===== src/rtl/tmds_pkg.sv =====
// tmds_pkg: shared constants, types and helpers for the TMDS video encoder.
//   - Control-period and guard-band symbols (written bit9..bit0, bit 0 sent first)
//   - Preamble / guard / look-ahead lengths
//   - FSM state enum and the delay-line record type
package tmds_pkg;

  localparam int PREAMBLE_LEN = 8;
  localparam int GUARD_LEN    = 2;
  localparam int LOOKAHEAD    = PREAMBLE_LEN + GUARD_LEN;

  // Phase counter values at which the FSM leaves PRE and GUARD
  localparam logic [3:0] K_PRE_LAST   = 4'(PREAMBLE_LEN - 1);
  localparam logic [3:0] K_GUARD_LAST = 4'(LOOKAHEAD - 1);

  localparam logic [9:0] CTRL_SYM_00 = 10'b1101010100;
  localparam logic [9:0] CTRL_SYM_01 = 10'b0010101011;
  localparam logic [9:0] CTRL_SYM_10 = 10'b0101010100;
  localparam logic [9:0] CTRL_SYM_11 = 10'b1010101011;

  localparam logic [9:0] GUARD_SYM_CH0 = 10'b1011001100;
  localparam logic [9:0] GUARD_SYM_CH1 = 10'b0100110011;
  localparam logic [9:0] GUARD_SYM_CH2 = 10'b1011001100;

  typedef enum logic [1:0] {
    CTRL  = 2'd0,
    PRE   = 2'd1,
    GUARD = 2'd2
  } state_e;

  // One delay-line entry; syncs are held already polarity-corrected
  typedef struct packed {
    logic       vde;
    logic       s_vsync;
    logic       s_hsync;
    logic [7:0] red;
    logic [7:0] green;
    logic [7:0] blue;
  } pix_stage_t;

  function automatic logic [9:0] ctrl_symbol(input logic [1:0] c);
    logic [9:0] sym;
    case (c)
      2'b00:   sym = CTRL_SYM_00;
      2'b01:   sym = CTRL_SYM_01;
      2'b10:   sym = CTRL_SYM_10;
      2'b11:   sym = CTRL_SYM_11;
      default: sym = CTRL_SYM_00;
    endcase
    return sym;
  endfunction

  function automatic logic [3:0] ones8(input logic [7:0] d);
    logic [3:0] n;
    n = 4'd0;
    for (int i = 0; i < 8; i++) begin
      n = n + {3'd0, d[i]};
    end
    return n;
  endfunction

endpackage


===== src/rtl/tmds_channel_encoder.sv =====
// tmds_channel_encoder: one TMDS lane. DVI 8b/10b video coding with running
// disparity, plus the control / guard-band symbol mux, behind an output register.
//   clk, rst   pixel clock, synchronous active-high reset
//   vde_i      delayed active-video flag (selects video coding)
//   data_i     delayed 8-bit component
//   ctl_i      2-bit control code used outside video and guard
//   guard_i    guard-band phase (used when vde_i is low)
//   sym_o      registered 10-bit symbol, bit 0 transmitted first
module tmds_channel_encoder
  import tmds_pkg::*;
#(
  parameter logic [9:0] GUARD_SYM = GUARD_SYM_CH0
) (
  input  logic       clk,
  input  logic       rst,
  input  logic       vde_i,
  input  logic [7:0] data_i,
  input  logic [1:0] ctl_i,
  input  logic       guard_i,
  output logic [9:0] sym_o
);

  logic [3:0]        n1_data_s;
  logic              use_xnor_s;
  logic [8:0]        q_m_s;
  logic [3:0]        n1_qm_s;
  logic [3:0]        n0_qm_s;
  logic signed [4:0] diff_s;
  logic [9:0]        vid_sym_s;
  logic signed [4:0] vid_cnt_s;
  logic signed [4:0] cnt_q, cnt_d;
  logic [9:0]        sym_q, sym_d;

  // Transition-minimising stage and DC-balance selection for video data
  always_comb begin
    n1_data_s  = ones8(data_i);
    use_xnor_s = (n1_data_s > 4'd4) || ((n1_data_s == 4'd4) && (data_i[0] == 1'b0));
    q_m_s      = 9'd0;
    q_m_s[0]   = data_i[0];
    for (int i = 1; i < 8; i++) begin
      if (use_xnor_s) begin
        q_m_s[i] = ~(q_m_s[i-1] ^ data_i[i]);
      end else begin
        q_m_s[i] = q_m_s[i-1] ^ data_i[i];
      end
    end
    q_m_s[8] = ~use_xnor_s;
    n1_qm_s  = ones8(q_m_s[7:0]);
    n0_qm_s  = 4'd8 - n1_qm_s;
    // diff_s is N1 - N0 of the 8 data bits of q_m
    diff_s   = $signed({1'b0, n1_qm_s}) - $signed({1'b0, n0_qm_s});
    if ((cnt_q == 5'sd0) || (n1_qm_s == n0_qm_s)) begin
      vid_sym_s = {~q_m_s[8], q_m_s[8], (q_m_s[8] ? q_m_s[7:0] : ~q_m_s[7:0])};
      if (q_m_s[8]) begin
        vid_cnt_s = cnt_q + diff_s;
      end else begin
        vid_cnt_s = cnt_q - diff_s;
      end
    end else if (((cnt_q > 5'sd0) && (n1_qm_s > n0_qm_s)) ||
                 ((cnt_q < 5'sd0) && (n0_qm_s > n1_qm_s))) begin
      vid_sym_s = {1'b1, q_m_s[8], ~q_m_s[7:0]};
      vid_cnt_s = cnt_q + $signed({3'b000, q_m_s[8], 1'b0}) - diff_s;
    end else begin
      vid_sym_s = {1'b0, q_m_s[8], q_m_s[7:0]};
      vid_cnt_s = cnt_q - $signed({3'b000, ~q_m_s[8], 1'b0}) + diff_s;
    end
  end

  // Output priority: video, then guard band, then control; disparity clears outside video
  always_comb begin
    sym_d = ctrl_symbol(ctl_i);
    cnt_d = 5'sd0;
    if (vde_i) begin
      sym_d = vid_sym_s;
      cnt_d = vid_cnt_s;
    end else if (guard_i) begin
      sym_d = GUARD_SYM;
    end else begin
      sym_d = ctrl_symbol(ctl_i);
    end
  end

  // Symbol and running-disparity registers
  always_ff @(posedge clk) begin
    if (rst) begin
      sym_q <= CTRL_SYM_00;
      cnt_q <= 5'sd0;
    end else begin
      sym_q <= sym_d;
      cnt_q <= cnt_d;
    end
  end

  assign sym_o = sym_q;

endmodule


===== src/rtl/tmds_video_encoder.sv =====
// tmds_video_encoder: three-lane TMDS encoder for the pixel-clock domain.
// A 10-stage delay line gives the FSM look-ahead on vde so the HDMI video
// preamble (8 cycles) and leading guard band (2 cycles) end exactly where
// the delayed active run begins.
//   clk, rst                 pixel clock, synchronous active-high reset
//   vde, hsync, vsync        active video and syncs
//   pix_r, pix_g, pix_b      8-bit pixel components
//   tmds_ch0/1/2             registered symbols for blue / green / red
module tmds_video_encoder
  import tmds_pkg::*;
#(
  parameter bit HDMI_MODE   = 1'b1,
  parameter bit SYNC_INVERT = 1'b1
) (
  input  logic       clk,
  input  logic       rst,
  input  logic       vde,
  input  logic       hsync,
  input  logic       vsync,
  input  logic [7:0] pix_r,
  input  logic [7:0] pix_g,
  input  logic [7:0] pix_b,
  output logic [9:0] tmds_ch0,
  output logic [9:0] tmds_ch1,
  output logic [9:0] tmds_ch2
);

  pix_stage_t stage_in_s;
  pix_stage_t dly_q [LOOKAHEAD];
  pix_stage_t d_s;
  logic       look_q;
  logic       rise_s;
  state_e     state_q, state_d, cur_state_s;
  logic [3:0] k_q, k_d, cur_k_s;
  logic [1:0] ctl0_s, ctl1_s, ctl2_s;
  logic       guard_s;

  // Syncs enter the delay line already polarity-corrected, so the all-zero
  // reset content decodes as inactive sync for either SYNC_INVERT setting
  always_comb begin
    stage_in_s.vde     = vde;
    stage_in_s.s_vsync = vsync ^ SYNC_INVERT;
    stage_in_s.s_hsync = hsync ^ SYNC_INVERT;
    stage_in_s.red     = pix_r;
    stage_in_s.green   = pix_g;
    stage_in_s.blue    = pix_b;
  end

  // Look-ahead delay line and previous-look register
  always_ff @(posedge clk) begin
    if (rst) begin
      for (int i = 0; i < LOOKAHEAD; i++) begin
        dly_q[i] <= '0;
      end
      look_q <= 1'b0;
    end else begin
      dly_q[0] <= stage_in_s;
      for (int i = 1; i < LOOKAHEAD; i++) begin
        dly_q[i] <= dly_q[i-1];
      end
      look_q <= vde;
    end
  end

  assign d_s = dly_q[LOOKAHEAD-1];

  // FSM next state; a look rise acts in its own cycle so the first preamble
  // symbol is registered on the same edge that captures the rising vde
  always_comb begin
    rise_s      = HDMI_MODE && vde && !look_q;
    cur_state_s = state_q;
    cur_k_s     = k_q;
    if (rise_s) begin
      cur_state_s = PRE;
      cur_k_s     = 4'd0;
    end else begin
      cur_state_s = state_q;
      cur_k_s     = k_q;
    end
    state_d = cur_state_s;
    k_d     = 4'd0;
    case (cur_state_s)
      CTRL: begin
        state_d = CTRL;
        k_d     = 4'd0;
      end
      PRE: begin
        k_d = cur_k_s + 4'd1;
        if (cur_k_s == K_PRE_LAST) begin
          state_d = GUARD;
        end else begin
          state_d = PRE;
        end
      end
      GUARD: begin
        if (cur_k_s == K_GUARD_LAST) begin
          state_d = CTRL;
          k_d     = 4'd0;
        end else begin
          state_d = GUARD;
          k_d     = cur_k_s + 4'd1;
        end
      end
      default: begin
        state_d = CTRL;
        k_d     = 4'd0;
      end
    endcase
  end

  // FSM state and phase counter registers
  always_ff @(posedge clk) begin
    if (rst) begin
      state_q <= CTRL;
      k_q     <= 4'd0;
    end else begin
      state_q <= state_d;
      k_q     <= k_d;
    end
  end

  // Per-lane control codes and guard select for the current phase
  always_comb begin
    ctl0_s = {d_s.s_vsync, d_s.s_hsync};
    ctl2_s = 2'b00;
    if (cur_state_s == PRE) begin
      ctl1_s = 2'b01;
    end else begin
      ctl1_s = 2'b00;
    end
    guard_s = (cur_state_s == GUARD);
  end

  tmds_channel_encoder #(.GUARD_SYM(GUARD_SYM_CH0)) u_ch0 (
    .clk    (clk),
    .rst    (rst),
    .vde_i  (d_s.vde),
    .data_i (d_s.blue),
    .ctl_i  (ctl0_s),
    .guard_i(guard_s),
    .sym_o  (tmds_ch0)
  );

  tmds_channel_encoder #(.GUARD_SYM(GUARD_SYM_CH1)) u_ch1 (
    .clk    (clk),
    .rst    (rst),
    .vde_i  (d_s.vde),
    .data_i (d_s.green),
    .ctl_i  (ctl1_s),
    .guard_i(guard_s),
    .sym_o  (tmds_ch1)
  );

  tmds_channel_encoder #(.GUARD_SYM(GUARD_SYM_CH2)) u_ch2 (
    .clk    (clk),
    .rst    (rst),
    .vde_i  (d_s.vde),
    .data_i (d_s.red),
    .ctl_i  (ctl2_s),
    .guard_i(guard_s),
    .sym_o  (tmds_ch2)
  );

endmodule


===== config.mk =====
export PLATFORM = sky130hd
export DESIGN_NAME = tmds_video_encoder
export DESIGN_NICKNAME = d
export VERILOG_FILES = /design/src/rtl/tmds_pkg.sv /design/src/rtl/tmds_channel_encoder.sv /design/src/rtl/tmds_video_encoder.sv
export SDC_FILE = /design/constraint.sdc
export NUM_CORES = 1
export LEC_CHECK = 0
export CAP_MARGIN = 10
export CORE_MARGIN = 4
export CORE_UTILIZATION = 45
export CTS_CLUSTER_DIAMETER = 200
export DETAILED_ROUTE_END_ITERATION = 8
export PLACE_DENSITY = 0.73
export REMOVE_ABC_BUFFERS = 1
export SLEW_MARGIN = 20
export SYNTH_ARGS = -nofsm -noshare
export SYNTH_HDL_FRONTEND = slang
export SYNTH_SLANG_ARGS = --single-unit

===== constraint.sdc =====
create_clock -name clk -period 14.9 [get_ports clk]
set_clock_uncertainty 0.15 [all_clocks]
set_input_delay 2.98 -clock clk [delete_from_list [all_inputs] [get_ports clk]]
set_output_delay 2.98 -clock clk [all_outputs]
set_load 0.01 [all_outputs]

==> results.ini, run 1 <==
[synth]
synth_edf_count = 0
yosysTopAreaCellShare_pct = 50.6
syn_area_per_cell_um2 = 10.5
yosys.area.top_type = dfxtp_1
yosysSeqAreaShare_pct = 50.6
synth.distinct_cells = 64
synth_ff_type = dfxtp_1
netlist_area_um2 = 12700
yosysMostFrequentCell = dfxtp_1
ys_ff_latch = 321
ys_warn_count = 0
syn_inst = 1207
synth-async-reset-ratio_pct = 0
yosys-top-cells-count = dfxtp_1 (321), nor2b_1 (275), inv_1 (100)
synth.area.top_cells = dfxtp_1 (51%), nor2b_1 (14%), ha_1 (6.5%)

[final_layout]
seqCellArea_um2 = 6430
fillers = 2435
finalInstanceArea_um2 = 14700
drive_gt1_share_pct = 5.63
multi_input_area_um2 = 5720
synthToLayoutAreaGrowth_pct = 15.4
nets = 1388
diodes = 0

[timing]
setup_viol = 0
max_slew.worst_pin.slew_ns = 0.884
maxSlewViolCount = 0
fmax_mhz = 112
tns_ns = 0
maxSlewHeadroom_pct = 40.9
hold_viol_final = 0
final_period_minus_worst_setup_slack_ns = 8.92
period_share_pct = 59.8
rsz0062_at_grt = no

[global_route]
grt_pass1_vias = 7161
antenna_found_initial = 1
grt_max_degree = 191
globalRouteOverflowTotal = 0
grt_first_pass_wirelength_mm = 33.0
track_usage_pct = 12.6

[clock_tree]
clockRootBuffer = clkbuf_16
clk_pin_slew_ns = 0.06
cts-htree-levels = 2
cts_tree = yes
ctsResizeCount = 0
cts_hold_buf = 0
clkLatencyLatePin_ns = 0.51
post_cts_buffers = 0
cts_num_sinks = 321
clock_path_buffers = 3
cts-buffers-inserted = 34

[worst_setup_path]
cp_max_fo = 7
r2r_slack_ns = 5.98
rr_endpoint = u_ch0.cnt_q[4]
cpLargestDelayFamily = adder cells
critPathMaxStageDelay_ns = 0.51
arrival_ns = 9.19
cp-start-kind = flip-flop
rr_worst_depth = 31
end_kind = flip-flop
reg2reg_from = dly_q[9][0]
critPathKind = reg2reg
path_buf_inv = 5
crit_top_cell = fa_1
cpMaxStageDelayCell = xnor2_1
cp.required_ns = 15.17

[detailed_routing]
routed_via_density = 4.49
drt-met1-wl_mm = 9.10
vias = 7446
highest_layer = met5
wire_per_inst_um = 11.6
drc = 0
drt_iter0_drc = 312
detail-route-antenna-nets = 0
first_pass_iters = 4
wirelength_mm = 19.2
wl_met3_um = 981
routed-wl-met2_mm = 8.62

[pwr]
swShare_pct = 20.9
p_seq_share_pct = 51.0
intPower_mw = 1.36
p_switching_mw = 0.358
vdd_drop_max_v = 0.0000864
p_per_area_nw_per_um2 = 117
pwr-share-comb_pct = 3.1
p_leak_nw = 6.14
report.power.total_mw = 1.71
power_frac_clock_pct = 45.9

[run]
cap_violations = 0

[min_path]
holdCritPathClass = reg2reg
holdPathStages = 1
min-delay-start = dly_q[6][23]
hold_end = dly_q[7][23]

[floorplanning]
rows = 61
die_y_um = 176
start_util_pct = 45.6
num_io_pins = 59
dieWidth_um = 176
core-area_um2 = 27900
die_area_um2 = 31000

[placed_design]
place_area_um2 = 13600
place_hpwl_mm = 12.9
portBuffers = 58
gp_congestion = 0.804

[outcome]
status = complete, no violations

==> state kept, by name, indices dropped and copies added (netlist names), named ones only <==
register and flops:
state_q 2, u_ch1.sym_o 10, u_ch2.sym_o 10, k_q 4, u_ch0.cnt_q 4, u_ch2.cnt_q 4
u_ch0.sym_o 10, dly_q 270, u_ch1.cnt_q 4
==> worst max path at each step <==
stage	from	endpoint	slack, ns	cells past startpoint
final	dly_q[9][0]	u_ch0.cnt_q[4]	5.98	31
after CTS	dly_q[9][0]	u_ch0.cnt_q[4]	5.98	31
after detailed placement	dly_q[9][0]	u_ch0.cnt_q[4]	6.02	31
after floorplan	dly_q[9][0]	u_ch0.cnt_q[4]	6.67	31
after global placement	dly_q[9][0]	u_ch0.cnt_q[4]	6.35	31
after global routing	dly_q[9][0]	u_ch0.cnt_q[4]	5.42	31
==> per-stage QoR <==
step / utilization [%] / hold slack, ns / cells / worst slack [ns]
floorplan: - / 0.264 / 1162 / 6.67
global placement: 48.9 / 0.266 / 1599 / 6.35
detailed placement: 48.9 / 0.270 / 1599 / 6.02
CTS: 52.6 / 0.281 / 1658 / 5.98
global route: 52.6 / 0.295 / 1658 / 5.42
finish: 52.6 / 0.277 / 1658 / 5.98
==> kinds of logic after synthesis <==
logic type,share of synthesized area [%]
compound gates,7.37
flops,50.6
buf+inv,4.44
fa+ha+maj,12.2
xor+xnor,6.00
simple gates,18.6
mux,0.876
==> cells in the final DEF, fill, tap and decap left out, types with 25 or more instances in the layout <==
master	n
a21oi_1	32
clkbuf_16	34
clkdlybuf4s50_1	57
dfxtp_1	321
fa_1	36
ha_1	66
inv_1	100
nor2_1	44
nor2b_1	275
o21ai_0	25
xnor2_1	56
xor2_1	31
==> final cells by class <==
cell class,instances,share of cell area (%)
clock buffer,45,6.29
tap,378,3.22
timing repair buffer,59,4.12
sequential,321,43.8
inverter,104,2.66
clock inverter,14,0.904
multi-input combinational,737,39.0
==> metal layers <==
layer	global-route usage (%)	vias to the layer above
met5	0	-
met4	3.90	2
met3	3.30	39
met2	20.9	123
met1	16.3	3341
li1	-	3941
==> power by group through the flow <==
stage | sequential [mW] | combinational [mW] | clock, mW
after floorplan | 0.894 | 0.0266 | 0
after global placement | 0.893 | 0.0535 | 0
after detailed placement | 0.894 | 0.0544 | 0
after CTS | 0.875 | 0.0547 | 0.816
after global routing | 0.875 | 0.0605 | 0.851
final | 0.875 | 0.0537 | 0.786
Note: power is estimated with default switching activity, not from simulation.
==> inputs of run 2 (changes only) <==
PLACE_DENSITY = 0.76   (was 0.73)
clock period = 7.99 ns   (was 14.9 ns; I/O delays follow)
==> results.ini, run 2 (same netlist as run 1, synthesis figures left out) <==
[floorplanning]
die_y_um = 176  ; unchanged
rows = 61  ; unchanged
core-area_um2 = 27900  ; unchanged
num_io_pins = 59  ; unchanged
dieWidth_um = 176  ; unchanged
die_area_um2 = 31000  ; unchanged
start_util_pct = 45.6  ; unchanged

[detailed_routing]
drt_iter0_drc = 350  ; +12%
detail-route-antenna-nets = 0  ; unchanged
vias = 7706  ; +3.5%
wire_per_inst_um = 11.8  ; +2.3%
routed_via_density = 4.54  ; +0.99%
wirelength_mm = 20.1  ; +4.8%
drc = 0  ; unchanged
first_pass_iters = 4  ; unchanged

[placed_design]
portBuffers = 58  ; unchanged
place_area_um2 = 13800  ; +1.5%
gp_congestion = 0.839  ; +4.3%
place_hpwl_mm = 13.4  ; +4.0%

[worst_setup_path]
arrival_ns = 8.09  ; -1.10 ns
cp-start-kind = flip-flop
critPathKind = reg2reg
end_kind = flip-flop
cp.required_ns = 8.22  ; -6.95 ns
critPathMaxStageDelay_ns = 0.55  ; +0.04 ns
r2r_slack_ns = 0.13  ; -5.85 ns
rr_endpoint = u_ch2.cnt_q[4]
reg2reg_from = dly_q[9][16]
rr_worst_depth = 31  ; unchanged
cp_max_fo = 4  ; -3
cpMaxStageDelayCell = fa_2

[timing]
maxSlewHeadroom_pct = 42.2  ; +1.3 points
tns_ns = 0  ; unchanged
final_period_minus_worst_setup_slack_ns = 7.86  ; -1.06 ns
max_slew.worst_pin.slew_ns = 0.864  ; -0.0199 ns
setup_viol = 0  ; unchanged
rsz0062_at_grt = yes
fmax_mhz = 127  ; +13%
period_share_pct = 98.3  ; +38 points
maxSlewViolCount = 0  ; unchanged
hold_viol_final = 0  ; unchanged

[final_layout]
synthToLayoutAreaGrowth_pct = 19.8
seqCellArea_um2 = 6430  ; about the same
nets = 1427  ; +2.8%
regMostFlops = dly_q
multi_input_area_um2 = 5920  ; +3.5%
mostFrequentLayoutCells = dfxtp_1 (318), nor2b_1 (275), inv_1 (97), ha_1 (61), clkdlybuf4s50_1 (57)
fillers = 2378  ; -2.3%
finalInstanceArea_um2 = 15200  ; +3.8%
diodes = 0  ; unchanged
largest_reg_flops = 270  ; unchanged
final_common_cell = dfxtp_1
drive_gt1_share_pct = 11.7  ; +6.1 points

[global_route]
grt_max_degree = 115  ; -40%
track_usage_pct = 12.7  ; +0.091 points
grt_pass1_vias = 7316  ; +2.2%
antenna_found_initial = 1  ; unchanged
globalRouteOverflowTotal = 0  ; unchanged
grt_first_pass_wirelength_mm = 33.3  ; +0.98%

[min_path]
min-delay-start = dly_q[8][17]
hold_end = dly_q[9][17]
holdCritPathClass = reg2reg
holdPathStages = 1  ; unchanged

[clock_tree]
clock_path_buffers = 3  ; unchanged
cts-buffers-inserted = 34  ; unchanged
clkLatencyLatePin_ns = 0.52  ; about the same
cts-htree-levels = 2  ; unchanged
cts_num_sinks = 321  ; unchanged
clk_pin_slew_ns = 0.06  ; about the same
cts_hold_buf = 0  ; unchanged
clockRootBuffer = clkbuf_16
cts_tree = yes

[pwr]
report.power.total_mw = 3.25  ; +90%
p_leak_nw = 6.40  ; +4.2%
p_per_area_nw_per_um2 = 214  ; +83%
vdd_drop_max_v = 0.000180  ; +110%

[outcome]
status = complete, no violations

[run]
cap_violations = 0  ; unchanged

## run 2: report_power, final
part | switching, mW | internal, mW
sequential | 0.00456 | 1.63
clock | 0.633 | 0.882
combinational | 0.0534 | 0.0523
## run 2: cell type report
cell class                 instances  share of cell area [%]
clock inverter                    15                   0.880
tap                              378                    3.11
sequential                       321                    42.3
clock buffer                      46                    6.48
timing repair buffer              98                    5.81
inverter                         104                    2.57
multi-input combinational        737                    38.9
## run 2: routing by layer
layer,routed length (um),part of all wire (%),vias up,track usage (%)
li1,-,-,4017,-
met4,520,2.6,2,4.55
met2,9340,47,139,21.4
met1,9190,46,3503,16.1
met5,7,0.035,-,0
met3,1030,5.1,45,2.81
## run 2: worst max-delay path, delay by kind of cell, from the launching register on
family | cells | cell delay [ns]
AO/OA/AOI/OAI | 7 | 1.28
flip-flops | 1 | 0.36
XOR/XNOR | 2 | 0.32
buffers and inverters | 7 | 0.52
multiplexers | 1 | 0.11
AND/OR/NAND/NOR | 2 | 0.12
adder cells (fa/ha/maj) | 12 | 4.87
## run 2: how the worst max path moves through the flow
| stage | from | to | slack (ns) | depth (start not counted) |
|---|---|---|---|---|
| 3_5_place_dp | dly_q[9][16] | u_ch2.cnt_q[4] | -0.18 | 30 |
| 3_3_place_gp | dly_q[9][0] | u_ch0.cnt_q[4] | 0.09 | 31 |
| 2_1_floorplan | dly_q[9][0] | u_ch0.cnt_q[4] | -0.24 | 31 |
| 6_report | dly_q[9][16] | u_ch2.cnt_q[4] | 0.13 | 31 |
| 5_1_grt | dly_q[9][16] | u_ch2.cnt_q[4] | -0.13 | 30 |
| 4_1_cts | dly_q[9][16] | u_ch2.cnt_q[4] | 0.005 | 30 |
## run 2: through the flow
stage	hold slack, ns	cells	setup WS [ns]	utilization (%)
floorplan	0.264	1162	-0.242	-
global placement	0.266	1628	0.0882	49.6
detailed placement	0.270	1628	-0.175	49.6
CTS	0.283	1693	0.00535	54.1
global route	0.292	1699	-0.132	54.6
finish	0.276	1699	0.133	54.6
## run 2: what timing repair did
item	in CTS	in global routing
setup buffers	4	6
pin swaps	6	11
endpoints found under the hold margin	0	0
setup endpoints to repair	3	19
resized for setup	20	23
